File: src/rtl/booth_radix4_seq_mult.sv
// Sequential radix-4 modified-Booth multiplier, two multiplier bits retired per clock.
// Operands and product move through independent valid/ready handshakes; signed/unsigned per transaction.
module booth_radix4_seq_mult #(
  parameter int unsigned N = 8
) (
  input  logic           clk,
  input  logic           rst,
  input  logic           in_valid,
  output logic           in_ready,
  input  logic           in_signed,
  input  logic [N-1:0]   multiplicand,
  input  logic [N-1:0]   multiplier,
  output logic           out_valid,
  input  logic           out_ready,
  output logic [2*N-1:0] product,
  output logic           busy
);

  localparam int unsigned W    = (N % 2 == 0) ? N + 2 : N + 3;
  localparam int unsigned AW   = W + 2;
  localparam int unsigned ITER = W / 2;
  localparam int unsigned CW   = $clog2(ITER);

  typedef enum logic [1:0] {
    IDLE,
    CALC,
    DONE
  } state_t;

  state_t         state_q, state_d;
  logic [AW-1:0]  a_q, a_d;
  logic [W-1:0]   q_q, q_d;
  logic           qm1_q, qm1_d;
  logic [W-1:0]   m_q, m_d;
  logic [CW-1:0]  cnt_q, cnt_d;
  logic [2*N-1:0] product_q, product_d;
  logic           in_ready_q, in_ready_d;
  logic           out_valid_q, out_valid_d;
  logic           busy_q, busy_d;

  logic [AW-1:0]  m_wide;
  logic [AW-1:0]  addend;
  logic [AW-1:0]  sum;
  logic [AW-1:0]  a_next;
  logic [W-1:0]   q_next;

  // One Booth step: digit select, accumulate at W+2 bits, arithmetic shift right by two.
  always_comb begin
    m_wide = {{2{m_q[W-1]}}, m_q};
    addend = '0;
    case ({q_q[1:0], qm1_q})
      3'b001, 3'b010: addend = m_wide;
      3'b011:         addend = m_wide << 1;
      3'b100:         addend = AW'(0) - (m_wide << 1);
      3'b101, 3'b110: addend = AW'(0) - m_wide;
      default:        addend = '0;
    endcase
    sum    = a_q + addend;
    a_next = {{2{sum[AW-1]}}, sum[AW-1:2]};
    q_next = {sum[1:0], q_q[W-1:2]};
  end

  always_comb begin
    state_d     = state_q;
    a_d         = a_q;
    q_d         = q_q;
    qm1_d       = qm1_q;
    m_d         = m_q;
    cnt_d       = cnt_q;
    product_d   = product_q;
    in_ready_d  = in_ready_q;
    out_valid_d = out_valid_q;
    busy_d      = busy_q;
    case (state_q)
      IDLE: begin
        if (in_valid && in_ready_q) begin
          m_d        = in_signed ? {{(W-N){multiplicand[N-1]}}, multiplicand}
                                 : {{(W-N){1'b0}}, multiplicand};
          q_d        = in_signed ? {{(W-N){multiplier[N-1]}}, multiplier}
                                 : {{(W-N){1'b0}}, multiplier};
          qm1_d      = 1'b0;
          a_d        = '0;
          cnt_d      = '0;
          in_ready_d = 1'b0;
          busy_d     = 1'b1;
          state_d    = CALC;
        end
      end
      CALC: begin
        a_d   = a_next;
        q_d   = q_next;
        qm1_d = q_q[1];
        cnt_d = cnt_q + CW'(1);
        if (cnt_q == CW'(ITER - 1)) begin
          product_d   = (2*N)'({a_next, q_next});
          out_valid_d = 1'b1;
          state_d     = DONE;
        end
      end
      DONE: begin
        if (out_ready) begin
          out_valid_d = 1'b0;
          in_ready_d  = 1'b1;
          busy_d      = 1'b0;
          state_d     = IDLE;
        end
      end
      default: begin
        out_valid_d = 1'b0;
        in_ready_d  = 1'b1;
        busy_d      = 1'b0;
        state_d     = IDLE;
      end
    endcase
  end

  // Reset wins over any handshake, discarding an in-flight multiply.
  always_ff @(posedge clk) begin
    if (rst) begin
      state_q     <= IDLE;
      a_q         <= '0;
      q_q         <= '0;
      qm1_q       <= 1'b0;
      m_q         <= '0;
      cnt_q       <= '0;
      product_q   <= '0;
      in_ready_q  <= 1'b1;
      out_valid_q <= 1'b0;
      busy_q      <= 1'b0;
    end else begin
      state_q     <= state_d;
      a_q         <= a_d;
      q_q         <= q_d;
      qm1_q       <= qm1_d;
      m_q         <= m_d;
      cnt_q       <= cnt_d;
      product_q   <= product_d;
      in_ready_q  <= in_ready_d;
      out_valid_q <= out_valid_d;
      busy_q      <= busy_d;
    end
  end

  assign in_ready  = in_ready_q;
  assign out_valid = out_valid_q;
  assign product   = product_q;
  assign busy      = busy_q;

endmodule

File: config.mk
export PLATFORM = sky130hd
export DESIGN_NAME = booth_radix4_seq_mult
export DESIGN_NICKNAME = d
export VERILOG_FILES = /design/src/rtl/booth_radix4_seq_mult.sv
export SDC_FILE = /design/constraint.sdc
export NUM_CORES = 1
export LEC_CHECK = 0
export BUFFER_PORTS_ARGS = -buffer_cell sky130_fd_sc_hd__buf_2
export CAP_MARGIN = 15
export CORE_UTILIZATION = 45
export CTS_BUF_LIST = sky130_fd_sc_hd__clkbuf_4 sky130_fd_sc_hd__clkbuf_8 sky130_fd_sc_hd__clkbuf_16
export CTS_CLUSTER_SIZE = 12
export DETAILED_ROUTE_END_ITERATION = 7
export PLACE_DENSITY = 0.69
export SETUP_SLACK_MARGIN = 0.1
export SYNTH_ARGS = -nofsm -noshare
export SYNTH_HDL_FRONTEND = slang
export SYNTH_SLANG_ARGS = --single-unit
File: constraint.sdc
create_clock -name clk -period 2.85 [get_ports clk]
set_input_delay 0.57 -clock clk [delete_from_list [all_inputs] [get_ports clk]]
set_output_delay 0.57 -clock clk [all_outputs]
set_load 0.005 [all_outputs]
== Word level (Yosys, flattened, before mapping) ==
Cells that the tools add are included.

* Register bits after elaboration: 57
* Logic and storage cells: 61

* $add $sub $neg: 4
* Eq/ne operators: 12
* Multiplexer cells: 22
* Bitwise operators: 2
* Reduce and logical (&&, ||, !) cells: 11

{| class="wikitable"
|+ Operators by type and width
! kind !! number
|-
| $pmux 12 s4 || 1
|-
| $mux 10 || 3
|-
| $pmux 12 s2 || 1
|-
| $pmux 10 s2 || 1
|-
| $add 12x12->12 || 1
|-
| $eq 3x3->1 const B || 4
|-
| $mux 12 || 1
|-
| $sub 1x11->12 const A || 1
|-
| $sub 1x10->11 const A || 1
|-
| $pmux 1 s3 || 3
|-
| $reduce_and 3->1 || 3
|-
| $eq 3x2->1 const B || 2
|-
| $mux 2 || 3
|-
| $ne 2x2->1 const B || 3
|-
| $pmux 2 s3 || 1
|-
| $pmux 3 s2 || 1
|-
| $reduce_and 2->1 || 3
|-
| $mux 1 || 5
|-
| $reduce_or 2->1 || 2
|-
| $add 3x1->3 const B || 1
|-
| $eq 3x1->1 const B || 1
|-
| $mux 3 || 1
|-
| $eq 2x1->1 const B || 1
|-
| $eq 2x2->1 const B || 1
|-
| other kinds (5) || 6
|}

== Longest topological paths before layout ==
* Word-level depth: 5
* Gate-level depth with buffers: 14
* Depth with buffers taken out: 13

== Worst setup path before layout ==
OpenSTA, ideal clock, no wires.

* Path kind: reg2reg
* Start point: register m_q[1]
* End point: register a_q[10]
* Library setup time: 0.123 ns
* Data arrival time: 3.011 ns
* Data required time: 2.727 ns
* Path slack: -0.284 ns
* Cell stages (with the launch flop): 15
* Buffers on the path: 1
* Period minus slack after synthesis: 3.134 ns
* Cells stage by stage: dfxtp_1 -> inv_1 -> ha_1 -> clkbuf_1 -> or3b_2 -> o21ai_1 -> xnor2_1 -> a21oi_1 -> o221ai_1 -> ha_1 -> nand2_1 -> a2111oi_0 -> a211oi_1 -> nor3_1 -> o31ai_1

* Longest elaborated chain between the ends: 4

{| class="wikitable"
|+ RTL lines
! element !! line !! RTL
|-
| start, declared || 34 || <nowiki>logic [W-1:0] m_q, m_d;</nowiki>
|-
| start signal, assigned || 135 || <nowiki>m_q <= m_d;</nowiki>
|-
| $sub 1x11->12 or $sub 1x10->11 (tied branches) || 54, 55 ||
|-
| $pmux 12 s4 * || 51 || <nowiki>case ({q_q[1:0], qm1_q})</nowiki>
|-
| $add 12x12->12 * || 58 || <nowiki>sum = a_q + addend;</nowiki>
|-
| $pmux 12 s2 * || 74 || <nowiki>case (state_q)</nowiki>
|-
| end signal, assigned || 121 || <nowiki>a_q <= '0;</nowiki>
|-
| end signal, assigned || 132 || <nowiki>a_q <= a_d;</nowiki>
|-
| end, declared || 31 || <nowiki>logic [AW-1:0] a_q, a_d;</nowiki>
|}

Every way passes the cells marked *; elsewhere a longest branch is shown, timed or not.
A chain may end at the register's enable or synchronous reset.

== Worst setup path after layout ==
* Start point: register m_q[2]
* End point: register a_q[7]

Same word-level chain as after synthesis.

==> impl_metrics.toml <==
[outcome]
status = "finished with violations"
violations = "negative setup slack"

[clock_network]
cts_root_buf = "clkbuf_8"
clk_pin_slew_ns = 0.10
cts_tree = "yes"
cts.sinks = 54
cts_buffers = 5
htree_levels = 2
clock_latency_ns = 0.30
cts_hold_buffers = 0
cts_max_path_buffers = 2

[cells_and_area]
layout_common_cells = "73 x nand2_1, 48 x dfxtp_1, 46 x buf_4"
areaGrowthSynthToFinish_pct = 24.68
final_common_cell = "nand2_1"
fill_cells = 658
utilization_pct = 58.62
layout.cells.non_filler = 580
num_antenna_cells = 0
fin_nets = 520
layout-drive-gt1-share_pct = 29.34

[yosys]
synthArstFlopShare_pct = 0
syn_area_per_cell_um2 = 7.581
yosysSeqAreaShare_pct = 33.48
synth_ff_type = "dfxtp_1"
netlist_instances = 426
synthesis.area_mm2 = 0.003229
synth_warnings = 0
yosysUniqueCellTypes = 60
synth_fp_nets = 462
synth-seq-cells = 54
synth_edf_count = 0

[floorplanning]
die_h_um = 86.72
io_pins = 40
rows = 30
die_w_um = 86.72
dieArea_mm2 = 0.007519
core_area_mm2 = 0.006869
initial_core_util_pct = 47.01

[sta]
setup_ws_ns = -0.04653
grt_setup_unrepaired = "true"
hold_viol_final = 0
period_needed_ns = 2.897
finClkSkew_ns = 0.01458
report.final.slew_viol_count = 0
fmax_mhz = 345.2
setup_tns_ns = -0.08408
tightest_slew_ns = 0.9877
finalCritPeriodShare_pct = 101.6
timing.slew.headroom_pct = 34.15
setup_viol = 2

[setup_path]
path_cells = "or4_4, or4_1, a31oi_1, a21oi_1, ha_1, buf_4, buf_4, or4_1, nand3_1"
crit_type = "flop to flop"
slowest_stage = "or4_4"
cp.arrival_ns = 3.15
worstPathMaxFanout = 6
r2r_cells = 9
end_kind = "flop"
cp.required_ns = 3.10
startpoint_type = "flop"
slowest_delay_ns = 0.56

[route]
drc = 0
wl_mm = 8.427
drtIter0Drc = 173
wl_per_cell_um = 14.53
first_pass_iters = 4
post_drt_via_cell_ratio = 5.684
antenna_left = 0
vias = 3297

[global_route]
grt_pass1_vias = 2944
antenna_found_initial = 0
grt_pass1_wl_mm = 13.63
grt_usage_pct = 22.63
grt_max_degree = 38
gr-total-overflow = 0

[placed_design]
dpl.hpwl_mm = 5.944
dp.cells = 560
place.gp.congestion = 0.9094
io_buffers = 39

[power]
ir_worst_vdd_mv = 0.2745
power.density_mw_per_mm2 = 450.7
fin_total_pwr_w = 0.001815
p_leak_nw = 1.613

[job]
drv_cap = 0

[hold_path]
hold_path_depth = 2
hp-class = "flop to flop"
## sequential cells by signal, indices dropped and copies added, names as in the netlist
name / flops
a_q: 10
busy: 1
cnt_q: 3
in_ready: 1
m_q: 9
out_valid: 1
product: 16
q_q: 10
qm1_q: 1
state_q: 2
## cells in the mapped netlist, types with 3 or more instances
library cell / number / area, um2
nand2b_1: 6 / 37.54
o21ai_1: 7 / 35.03
o31ai_1: 4 / 30.03
nor4_1: 3 / 18.77
a31oi_1: 6 / 37.54
nand2_1: 74 / 277.8
a21oi_1: 49 / 245.2
nand3_1: 16 / 80.08
dfxtp_1: 54 / 1081
nand3b_1: 8 / 60.06
nor2_1: 26 / 97.59
a211oi_1: 5 / 37.54
a21o_1: 3 / 22.52
o21ai_0: 14 / 70.07
nor2b_1: 4 / 25.02
o211ai_1: 4 / 30.03
xor2_1: 5 / 43.79
nand4_1: 3 / 18.77
clkbuf_1: 29 / 108.9
inv_1: 10 / 37.54
xnor2_1: 7 / 61.31
nor3_1: 10 / 50.05
ha_1: 14 / 175.2
or4_1: 4 / 30.03
a311oi_1: 8 / 70.07
nand4b_1: 3 / 26.28
a22oi_1: 5 / 37.54
## cells by family after synthesis
family	after synthesis	synth area share (%)
compound gates	127	25.15
xor+xnor	12	3.255
fa+ha+maj	15	6.044
buf+inv	44	5.656
flops	54	33.48
mux	1	0.3100
simple gates	173	26.11
## routing by layer
metal  wire length [um]  global-route usage (%)
met1               3857                   30.21
met2               4146                   38.31
met3                358                   3.143
met4                 64                   6.061
met5                  0                       0
## area by class of cell
cell class / instances / area (um2) / area share, %
Sequential cell: 54 / 1089 / 27.04
Multi-Input combinational cell: 328 / 2157 / 53.57
Clock buffer: 5 / 68.82 / 1.709
Inverter: 10 / 37.54 / 0.9323
Tap cell: 96 / 120.1 / 2.983
Timing Repair Buffer: 85 / 540.5 / 13.42
Clock inverter: 2 / 13.76 / 0.3418
## per-stage QoR
stage / hold slack, ns / setup WS (ns) / area [um2]
5_1_grt: 0.4767 / -0.1370 / 4026
3_5_place_dp: 0.4451 / -0.1022 / 3665
2_1_floorplan: 0.4446 / -0.01942 / 3262
6_report: 0.4558 / -0.04653 / 4026
4_1_cts: 0.4595 / 0.003501 / 3851
3_3_place_gp: 0.4404 / -0.02750 / 3665
## worst max-delay path: cells and delay by family, from the launching register on
family | cells | cell delay (ns)
flops | 1 | 0.34
fa+ha+maj | 1 | 0.32
buf+inv | 2 | 0.29
compound gates | 2 | 0.24
simple gates | 4 | 1.65
## path summary, 6_finish.rpt
check                                             start                      end  slack [ns]
worst max register to register      m_q[2]$_SDFFE_PP0P_      a_q[7]$_SDFFE_PP0P_       -0.05
worst min register to register  product[1]$_SDFFE_PP0P_  product[1]$_SDFFE_PP0P_        0.46
worst max-delay path                m_q[2]$_SDFFE_PP0P_      a_q[7]$_SDFFE_PP0P_       -0.05
worst min-delay path            product[1]$_SDFFE_PP0P_  product[1]$_SDFFE_PP0P_        0.46
## report_power, final
part | switching (W) | leakage (nW) | internal [W]
Clock | 0.000254 | 0.0444 | 0.000171
Sequential | 0.0000342 | 0.442 | 0.000791
Combinational | 0.000305 | 1.13 | 0.000260
Total | 0.000593 | 1.61 | 0.00122
## what timing repair did
item,4_1_cts,5_1_grt
setup buffers,6,7
setup endpoints to repair,7,10
resized for setup,19,30
pin swaps,12,20
Note: power is estimated with default switching activity, not from simulation.
